### config.mk
export PLATFORM = sky130hd
export DESIGN_NAME = clk_lock_sequencer
export DESIGN_NICKNAME = d
export VERILOG_FILES = /design/src/rtl/clk_lock_sequencer.sv
export SDC_FILE = /design/constraint.sdc
export NUM_CORES = 1
export LEC_CHECK = 0
export ABC_AREA = 1
export BUFFER_PORTS_ARGS = -buffer_cell sky130_fd_sc_hd__clkbuf_2
export CAP_MARGIN = 10
export CORE_ASPECT_RATIO = 1.2
export CORE_MARGIN = 2
export CORE_UTILIZATION = 48
export DETAILED_ROUTE_END_ITERATION = 12
export PLACE_DENSITY = 0.68
export SLEW_MARGIN = 20
export SYNTH_ARGS = -nofsm -noshare
export SYNTH_HDL_FRONTEND = slang
export SYNTH_SLANG_ARGS = --single-unit
### constraint.sdc
create_clock -name clk -period 1.8 [get_ports clk]
set_input_delay 0.36 -clock clk [delete_from_list [all_inputs] [get_ports clk]]
set_output_delay 0.36 -clock clk [all_outputs]
set_load 0.01 [all_outputs]
### src/rtl/clk_lock_sequencer.sv
// Reset/lock sequencer for the clock-wizard path: pulses the wizard reset, qualifies locked,
// releases downstream reset after a stable period, retries on failure. Optional: LOCK_LOSS_COUNTER_EN.
module clk_lock_sequencer #(
  parameter int unsigned HOLD_CYCLES   = 16,
  parameter int unsigned LOCK_TIMEOUT  = 65535,
  parameter int unsigned STABLE_CYCLES = 1024,
  parameter int unsigned MAX_RETRIES   = 3
) (
  input  logic        clk,
  input  logic        reset,
  input  logic        locked,
  input  logic        rearm,
  output logic        mmcm_resetn,
  output logic        sys_reset,
  output logic        lock_fail,
  output logic [3:0]  retry_cnt,
  output logic [2:0]  state,
  output logic [15:0] loss_cnt
);

  typedef enum logic [2:0] {
    S_HOLD      = 3'd0,
    S_WAIT_LOCK = 3'd1,
    S_STABLE    = 3'd2,
    S_RUN       = 3'd3,
    S_FAIL      = 3'd4
  } state_e;

  localparam logic [23:0] HOLD_LAST    = 24'(HOLD_CYCLES - 1);
  localparam logic [23:0] TIMEOUT_LAST = 24'(LOCK_TIMEOUT - 1);
  localparam logic [23:0] STABLE_LAST  = 24'(STABLE_CYCLES - 1);
  localparam logic [3:0]  RETRY_LAST   = 4'(MAX_RETRIES - 1);
  localparam logic [3:0]  RETRY_MAX    = 4'(MAX_RETRIES);

  logic        locked_meta_q;
  logic        locked_s_q;
  state_e      state_q, state_d;
  logic [23:0] timer_q, timer_d;
  logic [3:0]  retry_q, retry_d;
  logic        fail_q, fail_d;
  logic        mmcm_resetn_q, mmcm_resetn_d;
  logic        sys_reset_q, sys_reset_d;

  // State register, synchronizer and registered outputs
  always_ff @(posedge clk or posedge reset) begin
    if (reset) begin
      locked_meta_q <= 1'b0;
      locked_s_q    <= 1'b0;
      state_q       <= S_HOLD;
      timer_q       <= '0;
      retry_q       <= '0;
      fail_q        <= 1'b0;
      mmcm_resetn_q <= 1'b0;
      sys_reset_q   <= 1'b1;
    end else begin
      locked_meta_q <= locked;
      locked_s_q    <= locked_meta_q;
      state_q       <= state_d;
      timer_q       <= timer_d;
      retry_q       <= retry_d;
      fail_q        <= fail_d;
      mmcm_resetn_q <= mmcm_resetn_d;
      sys_reset_q   <= sys_reset_d;
    end
  end

  // Next-state logic; a failed attempt either retries via HOLD or gives up in FAIL
  always_comb begin
    state_d = state_q;
    retry_d = retry_q;
    fail_d  = fail_q;
    unique case (state_q)
      S_HOLD: begin
        if (timer_q == HOLD_LAST) state_d = S_WAIT_LOCK;
      end
      S_WAIT_LOCK: begin
        if (locked_s_q) begin
          state_d = S_STABLE;
        end else if (timer_q == TIMEOUT_LAST) begin
          if (retry_q == RETRY_LAST) begin
            state_d = S_FAIL;
            retry_d = RETRY_MAX;
            fail_d  = 1'b1;
          end else begin
            state_d = S_HOLD;
            retry_d = retry_q + 4'd1;
          end
        end
      end
      S_STABLE: begin
        if (!locked_s_q) begin
          if (retry_q == RETRY_LAST) begin
            state_d = S_FAIL;
            retry_d = RETRY_MAX;
            fail_d  = 1'b1;
          end else begin
            state_d = S_HOLD;
            retry_d = retry_q + 4'd1;
          end
        end else if (timer_q == STABLE_LAST) begin
          state_d = S_RUN;
          retry_d = '0;
        end
      end
      S_RUN: begin
        retry_d = '0;
        if (!locked_s_q) state_d = S_HOLD;
      end
      S_FAIL: begin
        if (rearm) begin
          state_d = S_HOLD;
          retry_d = '0;
          fail_d  = 1'b0;
        end
      end
      default: state_d = S_HOLD;
    endcase
  end

  // Outputs decoded from the next state so they move on the transition edge
  always_comb begin
    mmcm_resetn_d = !((state_d == S_HOLD) || (state_d == S_FAIL));
    sys_reset_d   = (state_d != S_RUN);
    timer_d       = (state_d != state_q) ? 24'd0 : timer_q + 24'd1;
  end

  assign mmcm_resetn = mmcm_resetn_q;
  assign sys_reset   = sys_reset_q;
  assign lock_fail   = fail_q;
  assign retry_cnt   = retry_q;
  assign state       = state_q;

`ifdef LOCK_LOSS_COUNTER_EN
  logic [15:0] loss_q;
  logic        loss_event;

  assign loss_event = (state_q == S_RUN) && !locked_s_q;

  // Saturating; survives rearm, cleared only by reset
  always_ff @(posedge clk or posedge reset) begin
    if (reset) begin
      loss_q <= '0;
    end else if (loss_event && (loss_q != 16'hFFFF)) begin
      loss_q <= loss_q + 16'd1;
    end
  end

  assign loss_cnt = loss_q;
`else
  assign loss_cnt = '0;
`endif

endmodule

==> qor.json, run 1 <==
{
  "cap_viol_max_count": 0,
  "number_of_synthesized_flops_with_an_enable_pin": 0,
  "signal_arrival_time_at_the_worst_endpoint_ns": 1.98,
  "placement_rows": 28,
  "clock-sinks": 36,
  "final_power_mw": 3.45,
  "synth_seq_area_share": 0.374,
  "num-fill-cells": 426,
  "worst_slew_margin_rel": 0.645,
  "drt-initial-drc-count": 121,
  "routed-via-count": 1902,
  "failed_checks": "setup timing",
  "yosys_register_bits": 36,
  "yosys.cell_types.count": 33,
  "placement.cell_area_sq_um": 2720,
  "layout_setup_ws_ns": -0.0119,
  "die_h_microns": 81.7,
  "run_status": "finished with violations",
  "clkSlewWorstSetupHoldPaths_ns": 0.07,
  "yosys_most_used_dff": "sky130_fd_sc_hd__dfrtp_1",
  "finalWirelength_microns": 4980,
  "final-hold-violation-count": 0,
  "initial_core_util": 0.492,
  "design_area_sq_um": 2980,
  "core_sq_um": 4900,
  "min-delay-path-class": "input port to async pin",
  "clock.fmax_mhz": 552,
  "async_set_or_reset_flop_fraction_in_the_synthesized_netlist": 1.00,
  "final-max-slew-violation-count": 0,
  "htree_num_levels": 2,
  "cp_max_fo": 7,
  "dp.final_hpwl_microns": 3810,
  "grt_max_degree": 26,
  "gr-usage-met3": 0.0384,
  "boundaryPins": 30,
  "crit-reg2reg-launch": "timer_q[1]",
  "global_route.usage.met2": 0.354,
  "yosysWarningCount": 0,
  "timing.setup.tns_ns": -0.0435,
  "globalRoute.totalOverflow": 0,
  "fin_crit_ns": 1.81,
  "port_buffers": 13,
  "grt_pass1_vias": 1771,
  "layout_worst_path_cycle_share": 1.01,
  "firstDrtPassIters": 4,
  "cellLeakagePower_nw": 1.40,
  "cellPowerDensity_nw_per_um2": 1160,
  "grt_pass1_wl_microns": 7800,
  "timing_worst_setup_path_type": "flop to flop",
  "max_root_sink_buffers": 2,
  "finalNetCount": 335,
  "top_usage_layer": "met2",
  "finalClockSkew_ns": 0.00748,
  "vias_per_cell": 4.90,
  "unrepaired_setup_endpoints_after_global_routing": "true",
  "worst_skew_late_latency_ns": 0.29,
  "synthesis.area_sq_um": 2410,
  "die_width_microns": 68.7,
  "setup-violations-final": 7,
  "area_growth_pct": 23.3,
  "cts-buffers-inserted": 5,
  "ctsRootBufferMaster": "sky130_fd_sc_hd__clkbuf_8",
  "cp_launch_type": "flop",
  "worst_supply_voltage_drop_on_vdd_uv": 633,
  "antenna_found_initial": 0,
  "die_area_sq_um": 5610,
  "post-route-drc-count": 0,
  "place.gp.congestion": 0.873,
  "final_layout_size_suffix_gt1_frac": 0.412,
  "met1_track_utilization_from_global_routing": 0.204,
  "post_syn_instances": 272,
  "ant_nets": 0,
  "post_cts_hold_buffer_count": 0,
  "worst_pin_slew_ns": 0.533,
  "routed_wl_per_cell_microns": 12.8,
  "setup.worst_path.start": "timer_q[1]",
  "groute.usage.overall": 0.189,
  "critPathRequiredTime_ns": 1.97,
  "diodes": 0,
  "clock_tree_from_tritoncts": "built",
  "avgSynthCellArea_sq_um": 8.87,
  "endpoint_kind": "flop"
}
layout by cell type (no fill, tap or decap), types with 2 or more instances in the layout:
cell type,count
sky130_fd_sc_hd__nand2_1,37
sky130_fd_sc_hd__buf_4,34
sky130_fd_sc_hd__dfrtp_1,33
sky130_fd_sc_hd__nor2_1,30
sky130_fd_sc_hd__nor2_4,27
sky130_fd_sc_hd__inv_1,16
sky130_fd_sc_hd__conb_1,16
sky130_fd_sc_hd__clkbuf_2,13
sky130_fd_sc_hd__xor2_1,11
sky130_fd_sc_hd__inv_2,10
sky130_fd_sc_hd__nand3_1,10
sky130_fd_sc_hd__nand2_2,9
sky130_fd_sc_hd__nand4_1,9
sky130_fd_sc_hd__xnor2_1,9
sky130_fd_sc_hd__nor2_2,8
sky130_fd_sc_hd__o21ai_0,7
sky130_fd_sc_hd__nand3_2,5
sky130_fd_sc_hd__clkbuf_8,5
sky130_fd_sc_hd__nor3_1,4
sky130_fd_sc_hd__nand4_2,3
sky130_fd_sc_hd__nand3_4,3
sky130_fd_sc_hd__buf_12,3
sky130_fd_sc_hd__xor2_2,2
sky130_fd_sc_hd__a21oi_1,2
sky130_fd_sc_hd__ha_2,2
sky130_fd_sc_hd__ha_1,2
sky130_fd_sc_hd__dfrtp_2,2
state kept, by name (all words and copies together) (netlist names):
signal,flops
locked_s_q,1
retry_cnt,4
state,3
mmcm_resetn,1
sys_reset,1
locked_meta_q,1
timer_q,24
lock_fail,1
critical path, stage by stage, from the launching register on:
cell	delay [ns]
sky130_fd_sc_hd__dfrtp_1	0.38
sky130_fd_sc_hd__ha_2	0.22
sky130_fd_sc_hd__nand3_4	0.10
sky130_fd_sc_hd__nor2_4	0.13
sky130_fd_sc_hd__nand3_2	0.10
sky130_fd_sc_hd__nand2_1	0.07
sky130_fd_sc_hd__nand2_1	0.07
sky130_fd_sc_hd__a31oi_1	0.21
sky130_fd_sc_hd__nor2_2	0.07
sky130_fd_sc_hd__nand2_4	0.12
sky130_fd_sc_hd__clkbuf_16	0.19
sky130_fd_sc_hd__nor2_4	0.03
cell usage after synthesis (2+ instances only):
library cell              instances  area (sq um)
sky130_fd_sc_hd__nand3_1         13          65.1
sky130_fd_sc_hd__buf_12           2          40.0
sky130_fd_sc_hd__dfrtp_1         35           876
sky130_fd_sc_hd__inv_2            9          33.8
sky130_fd_sc_hd__o21ai_0          8          40.0
sky130_fd_sc_hd__nand2_2          7          43.8
sky130_fd_sc_hd__xor2_1          13           114
sky130_fd_sc_hd__nand2_1         39           146
sky130_fd_sc_hd__ha_1             4          50.1
sky130_fd_sc_hd__nand3_2          4          40.0
sky130_fd_sc_hd__xnor2_1          9          78.8
sky130_fd_sc_hd__nand4_1          9          56.3
sky130_fd_sc_hd__nor2_2           5          31.3
sky130_fd_sc_hd__nor2_1          34           128
sky130_fd_sc_hd__nand4_2          3          37.5
sky130_fd_sc_hd__nor2_4          25           282
sky130_fd_sc_hd__nor3_1           5          25.0
sky130_fd_sc_hd__buf_4           16           120
sky130_fd_sc_hd__a21oi_1          2          10.0
sky130_fd_sc_hd__inv_1           17          63.8
cell families (layout without fill, tap and decap cells):
family / Yosys count / in the layout / synth area share
AO/OA/AOI/OAI: 15 / 15 / 0.0363
XOR/XNOR: 22 / 22 / 0.0798
adder cells (fa/ha/maj): 4 / 4 / 0.0207
buffers and inverters: 45 / 85 / 0.111
flip-flops: 36 / 36 / 0.374
other: 1 / 16 / 0.00155
AND/OR/NAND/NOR: 149 / 150 / 0.376
layout make-up:
| type | instances | area, sq um | area share |
|---|---|---|---|
| inverters | 26 | 97.6 | 0.0328 |
| clock inverters | 2 | 35.0 | 0.0118 |
| clock buffers | 6 | 72.6 | 0.0244 |
| repair buffers | 51 | 405 | 0.136 |
| well taps | 60 | 75.1 | 0.0252 |
| multi-input cells | 207 | 1390 | 0.466 |
| flip-flops and latches | 36 | 905 | 0.304 |
path summary, 6_finish.rpt:
kind,to,slack (ns),cells after the start
worst min register to register,locked_s_q,0.35,0
worst max-delay path,timer_q[19],-0.01,11
worst max register to register,timer_q[19],-0.01,11
max in group asynchronous,timer_q[2],1.19,3
min in group clk,locked_meta_q,0.18,1
worst min-delay path,state[2],0.08,2
power by group:
part | switching, mW | internal [mW]
sequential | 0.148 | 0.945
clock | 0.284 | 0.411
combinational | 0.971 | 0.692
total | 1.40 | 2.05
metal layers:
layer / vias to the layer above / share of wire
met1: 916 / 0.41
met3: 8 / 0.026
li1: 947 / -
met4: 0 / 0.018
met2: 31 / 0.55
met5: - / 0
per-stage QoR:
step	std cells	hold slack, ns	setup WS [ns]	util
final	388	0.0801	-0.0119	0.607
after global routing	388	0.106	-0.148	0.607
after CTS	382	0.0916	0.000709	0.582
after detailed placement	374	0.337	-0.0327	0.555
after global placement	374	0.337	0.00447	0.555
after floorplan	287	0.331	0.0253	-
what timing repair did:
action                                  in CTS  in global routing
resized for setup                            5                 17
endpoints found under the setup margin      14                 28
setup buffers                                0                  4
pin swaps                                    0                 10
cloned                                       0                  2
Power figures use the tool's default switching activity.
==> inputs of run 2 (changes only) <==
--- a/config.mk
+++ b/config.mk
@@ -12,7 +12,7 @@
 export CORE_MARGIN = 2
 export CORE_UTILIZATION = 48
 export DETAILED_ROUTE_END_ITERATION = 12
-export PLACE_DENSITY = 0.68
+export PLACE_DENSITY = 0.65
 export SLEW_MARGIN = 20
 export SYNTH_ARGS = -nofsm -noshare
 export SYNTH_HDL_FRONTEND = slang
==> constraint.sdc (replaced) <==
create_clock -name clk -period 1.69 [get_ports clk]
set_input_delay 0.338 -clock clk [delete_from_list [all_inputs] [get_ports clk]]
set_output_delay 0.338 -clock clk [all_outputs]
set_load 0.01 [all_outputs]
==> run 2 against run 1 <==
The flow still finishes with violations (setup timing); worst hold slack gained 0.059 ns; routed wire length is 0.44% higher; sequential power grew 6%; critical path depth increased by 1; clock power is 20% higher; non-clock buffer count is 29 higher; combinational power rose by 8%; maximum frequency down 1.7%.
==> qor.json, run 2 (same netlist as run 1, synthesis figures left out) <==
{
  "run_status": {"value": "finished with violations", "change": "unchanged"},
  "failed_checks": {"value": "setup timing", "change": "unchanged"},
  "routed_wl_per_cell": {"value": 12.0, "unit": "microns", "change": "was 12.8 microns"},
  "die_width": {"value": 68.7, "unit": "microns", "change": "unchanged"},
  "seqCellArea": {"value": 903, "unit": "sq um", "change": "was 905 sq um"},
  "final_layout_size_suffix_gt1_frac": {"value": 0.462, "change": "was 0.412"},
  "signal_arrival_time_at_the_worst_endpoint": {"value": 2.06, "unit": "ns", "change": "was 1.98 ns"},
  "diodes": {"value": 0, "change": "unchanged"},
  "ff2ff_setup_slack": {"value": -0.15, "unit": "ns", "change": "was -0.01 ns"},
  "finalClockSkew": {"value": 0.00982, "unit": "ns", "change": "was 0.00748 ns"},
  "clock.fmax": {"value": 542, "unit": "MHz", "change": "was 552 MHz"},
  "number_of_flip_flops_in_the_largest_register": {"value": 24, "change": "unchanged"},
  "fin_crit": {"value": 1.84, "unit": "ns", "change": "was 1.81 ns"},
  "drt-initial-drc-count": {"value": 106, "change": "was 121"},
  "comb_power_share": {"value": 0.473, "change": "was 0.482"},
  "placement_rows": {"value": 28, "change": "unchanged"},
  "timing.rr.end": {"value": "timer_q[1]", "change": "was timer_q[19]"},
  "htree_num_levels": {"value": 2, "change": "unchanged"},
  "p_seq_frac": {"value": 0.306, "change": "was 0.317"},
  "final-max-slew-violation-count": {"value": 0, "change": "unchanged"},
  "grt_pass1_vias": {"value": 1880, "change": "was 1771"},
  "placedCellCount": {"value": 401, "change": "was 374"},
  "clock-sinks": {"value": 36, "change": "unchanged"},
  "ant_nets": {"value": 0, "change": "unchanged"},
  "endpoint_kind": {"value": "flop", "change": "unchanged"},
  "area_growth": {"value": 32.7, "unit": "%", "change": "was 23.3%"},
  "switchingPower": {"value": 1.51, "unit": "mW", "change": "was 1.40 mW"},
  "globalRoute.totalOverflow": {"value": 0, "change": "unchanged"},
  "worst_r2r_path_depth": {"value": 12, "change": "was 11"},
  "final_cell_mix": {"value": "sky130_fd_sc_hd__buf_4, sky130_fd_sc_hd__nand2_1, sky130_fd_sc_hd__dfrtp_1", "change": "was sky130_fd_sc_hd__nand2_1, sky130_fd_sc_hd__buf_4, sky130_fd_sc_hd__dfrtp_1"},
  "post-route-drc-count": {"value": 0, "change": "unchanged"},
  "crit-reg2reg-launch": {"value": "timer_q[1]", "change": "unchanged"},
  "boundaryPins": {"value": 30, "change": "unchanged"},
  "routed-via-count": {"value": 1973, "change": "was 1902"},
  "clkSlewWorstSetupHoldPaths": {"value": 0.08, "unit": "ns", "change": "was 0.07 ns"},
  "min-delay-path-class": {"value": "input port to async pin", "change": "unchanged"},
  "worst_skew_late_latency": {"value": 0.29, "unit": "ns", "change": "about the same"},
  "layout_worst_path_cycle_share": {"value": 1.09, "change": "was 1.01"},
  "clock_tree_from_tritoncts": {"value": "built", "change": "unchanged"},
  "grt_pass1_wl": {"value": 8340, "unit": "microns", "change": "was 7800 microns"},
  "finalNetCount": {"value": 364, "change": "was 335"},
  "intPower": {"value": 2.27, "unit": "mW", "change": "was 2.05 mW"},
  "cp_max_fo": {"value": 12, "change": "was 7"},
  "layout_setup_ws": {"value": -0.154, "unit": "ns", "change": "was -0.0119 ns"},
  "firstDrtPassIters": {"value": 5, "change": "was 4"},
  "die_h": {"value": 81.7, "unit": "microns", "change": "unchanged"},
  "antenna_found_initial": {"value": 0, "change": "unchanged"},
  "timing_worst_setup_path_type": {"value": "flop to flop", "change": "unchanged"},
  "dp.final_hpwl": {"value": 3640, "unit": "microns", "change": "was 3810 microns"},
  "cts-buffers-inserted": {"value": 5, "change": "unchanged"},
  "final-hold-violation-count": {"value": 0, "change": "unchanged"},
  "max_root_sink_buffers": {"value": 2, "change": "unchanged"},
  "die_area": {"value": 5610, "unit": "sq um", "change": "unchanged"},
  "multi_input_area": {"value": 1400, "unit": "sq um", "change": "was 1390 sq um"},
  "vias_per_cell": {"value": 4.73, "change": "was 4.90"},
  "initial_core_util": {"value": 0.492, "change": "unchanged"},
  "registers.top_by_ff_count": {"value": "timer_q", "change": "unchanged"},
  "critPathRequiredTime": {"value": 1.90, "unit": "ns", "change": "was 1.97 ns"},
  "swShare": {"value": 0.400, "change": "was 0.406"},
  "cellLeakagePower": {"value": 1.54, "unit": "nW", "change": "was 1.40 nW"},
  "ctsRootBufferMaster": {"value": "sky130_fd_sc_hd__clkbuf_8", "change": "unchanged"},
  "grt_max_degree": {"value": 37, "change": "was 26"},
  "cap_viol_max_count": {"value": 0, "change": "unchanged"},
  "groute.usage.overall": {"value": 0.197, "change": "was 0.189"},
  "layout.cells.most_common": {"value": "sky130_fd_sc_hd__buf_4", "change": "was sky130_fd_sc_hd__nand2_1"},
  "unrepaired_setup_endpoints_after_global_routing": {"value": "true", "change": "unchanged"},
  "worst_supply_voltage_drop_on_vdd": {"value": 614, "unit": "uV", "change": "was 633 uV"},
  "place.gp.congestion": {"value": 0.855, "change": "was 0.873"},
  "core": {"value": 4900, "unit": "sq um", "change": "unchanged"},
  "num-fill-cells": {"value": 411, "change": "was 426"},
  "final_power": {"value": 3.78, "unit": "mW", "change": "was 3.45 mW"},
  "cellPowerDensity": {"value": 1180, "unit": "nW/um^2", "change": "was 1160 nW/um^2"},
  "fin_cells": {"value": 417, "change": "was 388"},
  "finalWirelength": {"value": 5000, "unit": "microns", "change": "was 4980 microns"},
  "portion_of_total_power_attributed_to_the_clock_network": {"value": 0.221, "change": "was 0.201"},
  "cp_launch_type": {"value": "flop", "change": "unchanged"},
  "setup-violations-final": {"value": 25, "change": "was 7"},
  "port_buffers": {"value": 13, "change": "unchanged"}
}
run 2: changes by cell type in the layout (fill, tap and decap cells not counted), moves of 2 or more:
cell | previous run | this run
sky130_fd_sc_hd__buf_4 | 34 | 64
sky130_fd_sc_hd__nand3_2 | 5 | 8
sky130_fd_sc_hd__xor2_1 | 11 | 13
sky130_fd_sc_hd__nand3_1 | 10 | 7
sky130_fd_sc_hd__xor2_2 | 2 | 0
sky130_fd_sc_hd__clkbuf_8 | 5 | 7
run 2: how the worst max path moves through the flow:
stage	start	to	slack [ns]	cells after the start
after floorplan	timer_q[1]	timer_q[5]	-0.0001	11
after CTS	timer_q[1]	timer_q[23]	-0.1	11
after detailed placement	timer_q[0]	timer_q[23]	-0.08	12
final	timer_q[1]	timer_q[1]	-0.15	12
after global placement	state[2]	timer_q[23]	-0.06	10
after global routing	timer_q[1]	timer_q[1]	-0.27	12
run 2: area by class of cell:
class                      instances  share of cell area
clock inverter                     1             0.00938
multi-input combinational        207               0.438
inverter                          26              0.0305
sequential                        36               0.282
timing repair buffer              80               0.186
tap                               60              0.0234
clock buffer                       7              0.0301
run 2: power by group through the flow:
stage,clock (mW),sequential [mW],combinational (mW)
after floorplan,0,1.19,1.19
after global placement,0,1.16,1.67
after detailed placement,0,1.17,1.69
after CTS,0.859,1.15,1.73
after global routing,0.911,1.18,1.97
final,0.835,1.16,1.79
run 2: critical path, cell delays in order, from the launching register on:
cell                      delay (ns)
sky130_fd_sc_hd__dfrtp_1        0.44
sky130_fd_sc_hd__ha_4           0.18
sky130_fd_sc_hd__nand3_4        0.09
sky130_fd_sc_hd__nor2_4         0.15
sky130_fd_sc_hd__nand3_2        0.09
sky130_fd_sc_hd__nand2_1        0.07
sky130_fd_sc_hd__nand2_1        0.06
sky130_fd_sc_hd__nand2_2        0.09
sky130_fd_sc_hd__nand2_2        0.08
sky130_fd_sc_hd__nor2_4         0.14
sky130_fd_sc_hd__nand2_4        0.08
sky130_fd_sc_hd__buf_12         0.17
sky130_fd_sc_hd__nor2_1         0.13
run 2: routing by layer:
metal	share of wire	wire, microns	vias up	global-route usage
li1	-	-	1003	-
met1	0.44	2180	933	0.253
met2	0.53	2650	31	0.342
met3	0.025	125	6	0.0370
met4	0.0072	36	0	0.0412
met5	0	0	-	0
run 2: what timing repair did:
action / CTS / global route
resized for setup: 4 / 17
hold buffers: 0 / 0
setup buffers: 0 / 7
pin swaps: 1 / 7
gates cloned: 1 / 0
setup endpoints to repair: 27 / 29
run 2: through the flow:
step	cell area, sq um	utilization	worst slack [ns]	TNS [ns]	hold slack (ns)
final	3200	0.653	-0.154	-2.59	0.139
after global routing	3200	0.653	-0.271	-5.74	0.146
after CTS	3090	0.629	-0.0982	-1.97	0.149
after detailed placement	2940	0.599	-0.0799	-1.54	0.351
after global placement	2940	0.599	-0.0555	-0.984	0.337
after floorplan	2490	-	-0.000107	-0.000107	0.331
